`config.mk`:
```
export PLATFORM = sky130hd
export DESIGN_NAME = nested_ii_counter
export DESIGN_NICKNAME = d
export VERILOG_FILES = /design/src/rtl/nested_ii_counter.sv
export SDC_FILE = /design/constraint.sdc
export NUM_CORES = 1
export LEC_CHECK = 0
export CORE_ASPECT_RATIO = 0.9
export CORE_MARGIN = 3
export CORE_UTILIZATION = 55
export CTS_BUF_LIST = sky130_fd_sc_hd__clkbuf_16
export DETAILED_ROUTE_END_ITERATION = 10
export HOLD_SLACK_MARGIN = 0.08
export MAX_ROUTING_LAYER = met4
export PLACE_DENSITY = 0.76
export SYNTH_ARGS = -nofsm -noshare
export SYNTH_HDL_FRONTEND = slang
export SYNTH_SLANG_ARGS = --single-unit
```
`constraint.sdc`:
```
create_clock -name clk -period 6 [get_ports clk]
set_input_delay 0.9 -clock clk [delete_from_list [all_inputs] [get_ports clk]]
set_output_delay 0.9 -clock clk [all_outputs]
set_load 0.01 [all_outputs]
```
`src/rtl/nested_ii_counter.sv`:
```
// rtl/nested_ii_counter.sv - Nested loop index generator with initiation-interval pacing
//
// Purpose: walks a DEPTH-level loop nest (level 0 innermost). It issues one
// iteration every II ticks, and the first iteration is issued in the start
// cycle itself.
//
// Ports:
//   clk      in   clock, all state updates on posedge
//   rst      in   synchronous active-high reset, wins over start_i
//   start_i  in   begin a new nest (aborts any nest in progress)
//   adv_i    in   tick qualifier when MODE = 1, ignored when MODE = 0
//   trip_i   in   per-level trip counts, level k at [k*WIDTH +: WIDTH]
//   valid_o  out  an iteration is issued this cycle
//   idx_o    out  per-level index of the issued iteration, packed like trip_i
//   last_o   out  the issued iteration is the final one of the nest
//   busy_o   out  a nest is in progress (including the start cycle)
//   done_o   out  one-cycle pulse after a nest completes
module nested_ii_counter #(
    parameter int DEPTH = 2,
    parameter int WIDTH = 16,
    parameter int II    = 1,
    parameter int MODE  = 0
) (
    input  logic                   clk,
    input  logic                   rst,
    input  logic                   start_i,
    input  logic                   adv_i,
    input  logic [DEPTH*WIDTH-1:0] trip_i,
    output logic                   valid_o,
    output logic [DEPTH*WIDTH-1:0] idx_o,
    output logic                   last_o,
    output logic                   busy_o,
    output logic                   done_o
);

    typedef enum logic {IDLE, RUN} state_t;

    localparam logic [15:0] PHASE_MAX = 16'(II - 1);

    state_t                 state_q, state_d;
    logic [DEPTH*WIDTH-1:0] trip_q, trip_d;
    logic [DEPTH*WIDTH-1:0] idx_q, idx_d;
    logic [15:0]            phase_q, phase_d;
    logic                   done_q, done_d;

    logic [DEPTH*WIDTH-1:0] idx_inc;
    logic                   inc_last;
    logic                   trip_zero;
    logic                   trip_one;
    logic                   tick;
    logic                   start_eff;
    logic                   phase_wrap;

    assign tick       = (MODE == 0) || adv_i;
    assign start_eff  = start_i && !rst;
    assign phase_wrap = (phase_q == PHASE_MAX);

    // Odometer-style increment of the held index; inc_last flags that the
    // incremented index is trip-1 on every level.
    always_comb begin : incrementer
        logic             carry;
        logic [WIDTH-1:0] cur;
        logic [WIDTH-1:0] lim;
        logic [WIDTH-1:0] nxt;
        carry    = 1'b1;
        cur      = '0;
        lim      = '0;
        nxt      = '0;
        idx_inc  = idx_q;
        inc_last = 1'b1;
        for (int k = 0; k < DEPTH; k++) begin
            cur = idx_q[k*WIDTH +: WIDTH];
            lim = trip_q[k*WIDTH +: WIDTH] - WIDTH'(1);
            nxt = cur;
            if (carry) begin
                if (cur == lim) begin
                    nxt = '0;
                end else begin
                    nxt   = cur + WIDTH'(1);
                    carry = 1'b0;
                end
            end
            idx_inc[k*WIDTH +: WIDTH] = nxt;
            if (nxt != lim) begin
                inc_last = 1'b0;
            end
        end
    end

    // Classification of the incoming trip counts, used only on start.
    always_comb begin : trip_check
        trip_zero = 1'b0;
        trip_one  = 1'b1;
        for (int k = 0; k < DEPTH; k++) begin
            if (trip_i[k*WIDTH +: WIDTH] == '0) begin
                trip_zero = 1'b1;
            end
            if (trip_i[k*WIDTH +: WIDTH] != WIDTH'(1)) begin
                trip_one = 1'b0;
            end
        end
    end

    always_comb begin : next_state
        state_d = state_q;
        trip_d  = trip_q;
        idx_d   = idx_q;
        phase_d = phase_q;
        done_d  = 1'b0;
        valid_o = 1'b0;
        idx_o   = idx_q;
        last_o  = 1'b0;
        busy_o  = (state_q == RUN);
        if (start_eff) begin
            // start overrides any tick and silently drops a finishing nest
            busy_o = 1'b1;
            trip_d = trip_i;
            if (trip_zero) begin
                state_d = IDLE;
                done_d  = 1'b1;
            end else begin
                idx_d   = '0;
                phase_d = '0;
                valid_o = 1'b1;
                idx_o   = '0;
                last_o  = trip_one;
                // an all-ones nest finishes in its start cycle
                if (trip_one) begin
                    state_d = IDLE;
                    done_d  = 1'b1;
                end else begin
                    state_d = RUN;
                end
            end
        end else if (state_q == RUN && tick) begin
            phase_d = phase_wrap ? 16'd0 : phase_q + 16'd1;
            if (phase_wrap) begin
                valid_o = 1'b1;
                idx_o   = idx_inc;
                idx_d   = idx_inc;
                last_o  = inc_last;
                if (inc_last) begin
                    state_d = IDLE;
                    done_d  = 1'b1;
                end
            end
        end
    end

    assign done_o = done_q;

    always_ff @(posedge clk) begin
        if (rst) begin
            state_q <= IDLE;
            trip_q  <= '0;
            idx_q   <= '0;
            phase_q <= '0;
            done_q  <= 1'b0;
        end else begin
            state_q <= state_d;
            trip_q  <= trip_d;
            idx_q   <= idx_d;
            phase_q <= phase_d;
            done_q  <= done_d;
        end
    end

endmodule

```
==> results.yml <==
die:
  initial_core_util: 0.567
  die_h_um: 115
  rows: 39
  pin_count: 72
  core-area_um2: 12700
  die_w_um: 127
  dieArea_um2: 14500
sta:
  worstMarginPinSlew_ps: 792
  hold_viol: 0
  rsz0062_at_grt: "no"
  fmax_ghz: 0.172
  setup_viol_count_final: 0
  tns_ps: 0
  skew_ps: 14.9
  fin_crit_sh: 0.971
  fin_crit_ps: 5830
  finalMaxSlewViolations: 0
  slew_headroom: 0.468
cts:
  postCtsSetupRepairBufs: 0
  htree_levels: 3
  clk_latency_ps: 360
  clock_sinks: 82
  cts_tree: "done"
  clock-root-buffer: "clkbuf_16"
  clk_path_buf_depth: 2
  cts-buffers-inserted: 9
  path_clk_slew_ps: 70
  hold_buffers: 0
routing:
  vias_per_cell: 6.41
  drt_drc_violations_left: 0
  postRouteAntennaNets: 0
  drtIter0Drc: 964
  drtPass1Iterations: 7
  dr_total_vias: 7767
  drt-total-wl_mm: 24.4
  wire_per_inst_um: 20.2
synth:
  synth-seq-area-share: 0.228
  synth.avg_cell_area_um2: 7.35
  synth_seq_cells: 82
  synthFlopType: "dfxtp_1"
  synth_cells: 982
  synth-edff-count: 0
  synth_top_cell_by_area: "dfxtp_1"
  ys_async_sr_fraction: 0
  synth.most_common_cell: "nor2_1"
  synth_top_cell_area_share: 0.228
  synth_top_cells_by_count: "nor2_1, nand2_1, dfxtp_1"
  synth_area_leaders: "dfxtp_1, xnor2_1, mux2i_1"
  ys_warn_count: 0
  syn_nets: 1024
  synthDistinctLibCells: 83
  syn-cell-area_um2: 7220
global_route:
  met1_usage: 0.507
  overflow: 0
  met3_usage: 0.0849
  antenna_found_initial: 0
  grt-busiest-layer: "met1"
  track_usage: 0.344
  grt_max_degree: 45
  grt_pass1_wl_mm: 38.5
  first_global_vias: 7014
  met2_usage: 0.470
placed_design:
  dpl_cell_area_um2: 8230
  dpl.hpwl_mm: 18.5
  io_buffers: 70
  place_inst: 1195
  routabilityCongestion: 1.04
critical_path:
  critical-path-slowest-cell: "or4b_2"
  cp_top_family: "simple AND/OR/NAND/NOR gates"
  crit_buf_inv: 4
  timing.critical_path.arrival_ps: 4930
  crit_path_start_kind: "flip-flop"
  critPathMaxFanout: 17
  crit_path_max_incr_delay_ps: 650
  endpoint_kind: "primary output"
  critPathKind: "reg2out"
  critPathRequiredTime_ps: 5100
  crit_chain: "inv_1 -> ha_1 -> or3b_4 -> nor3_4 -> xnor3_1 -> or4b_2 -> or4_4 -> buf_12 -> nor3_2 -> o2bb2ai_1 -> or3_1 -> a311oi_2 -> nand4_1 -> buf_4 -> o41ai_2 -> dlygate4sd2_1"
outcome:
  outcome: "complete, no violations"
power:
  peakVddDrop_mv: 0.211
  p_leak_nw: 3.17
  powerDensity_nw_per_um2: 187
final_layout:
  final_cells: 1211
  diodes: 0
  drive_gt1_frac: 0.115
  nets: 1084
  finish.instance_area_um2: 8600
  fillers: 1162
  syn_to_final_growth_pct: 19.1
flow_run:
  cap_violations: 0
worst_hold_path:
  hold_class: "reg2reg"
==> placed cells by master (no fill, tap or decap), types with 29 or more instances in the layout <==
| master | count |
|---|---|
| nand3_1 | 36 |
| nand2_1 | 89 |
| clkdlybuf4s50_1 | 67 |
| nor2b_1 | 42 |
| a21oi_1 | 38 |
| xnor2_1 | 44 |
| xor2_1 | 36 |
| nor4_1 | 29 |
| o21ai_0 | 56 |
| mux2i_1 | 38 |
| nor2_1 | 97 |
| nor3_1 | 30 |
| dfxtp_1 | 82 |
| buf_4 | 57 |
==> registers in the layout, indices dropped and copies added, names as in the netlist <==
register  count
idx_q        32
trip_q       32
phase_q      16
done_o        1
state_q       1
==> what timing repair did <==
item / in CTS / in global routing
resized for setup: 3 / 11
endpoints found under the setup margin: 1 / 1
hold endpoints to repair: 0 / 0
==> area by class of cell <==
cell class                      count  area [um^2]  share of cell area
Clock buffer                        9          225              0.0262
Clock inverter                      7         66.3             0.00771
Inverter                           21         78.8             0.00917
Multi-Input combinational cell    800         5240               0.610
Sequential cell                    82         1640               0.191
Tap cell                          164          205              0.0239
Timing Repair Buffer              128         1140               0.132
==> metrics by stage <==
stage          total power [mW]  utilization  hold slack [ps]  setup WS, ps
2_1_floorplan             0.878            -              463           766
3_3_place_gp               1.02        0.646              486           127
3_5_place_dp               1.02        0.646              499           108
4_1_cts                    1.59        0.670              509          94.0
5_1_grt                    1.67        0.675              545          2.13
6_report                   1.61        0.675              507           174
==> worst paths after layout <==
check / from / to / depth (start not counted) / slack [ps]
worst max register to register: trip_q[16]$_SDFFE_PP0P_ / done_o$_SDFF_PP0_ / 16 / 1490
worst min register to register: phase_q[15]$_SDFFE_PP0P_ / phase_q[15]$_SDFFE_PP0P_ / 2 / 510
worst min-delay path: phase_q[15]$_SDFFE_PP0P_ / phase_q[15]$_SDFFE_PP0P_ / 2 / 510
worst max-delay path: trip_q[0]$_SDFFE_PP0P_ / last_o / 16 / 170
==> layer usage <==
metal  part of all wire  wire (um)
met5                  0          0
met4              0.015        366
met3               0.12       2890
met2               0.40       9860
met1               0.46      11300
==> cells by family after synthesis <==
kind of cell / share of synthesized area
compound gates: 0.193
simple gates: 0.344
xor+xnor: 0.110
fa+ha+maj: 0.0104
flops: 0.228
mux: 0.0574
buf+inv: 0.0574
==> power by group <==
part	leakage, nW	internal [mW]	total, mW	switching (mW)
combinational	2.36	0.187	0.456	0.269
sequential	0.667	0.558	0.582	0.0239
clock	0.138	0.293	0.572	0.279
==> tightest hold or removal path, cell delays in order, from the launching register on <==
cell and delay, ps:
dfxtp_1 330, o21ai_0 80, a21oi_1 60
(Power assumes the default switching activity.)
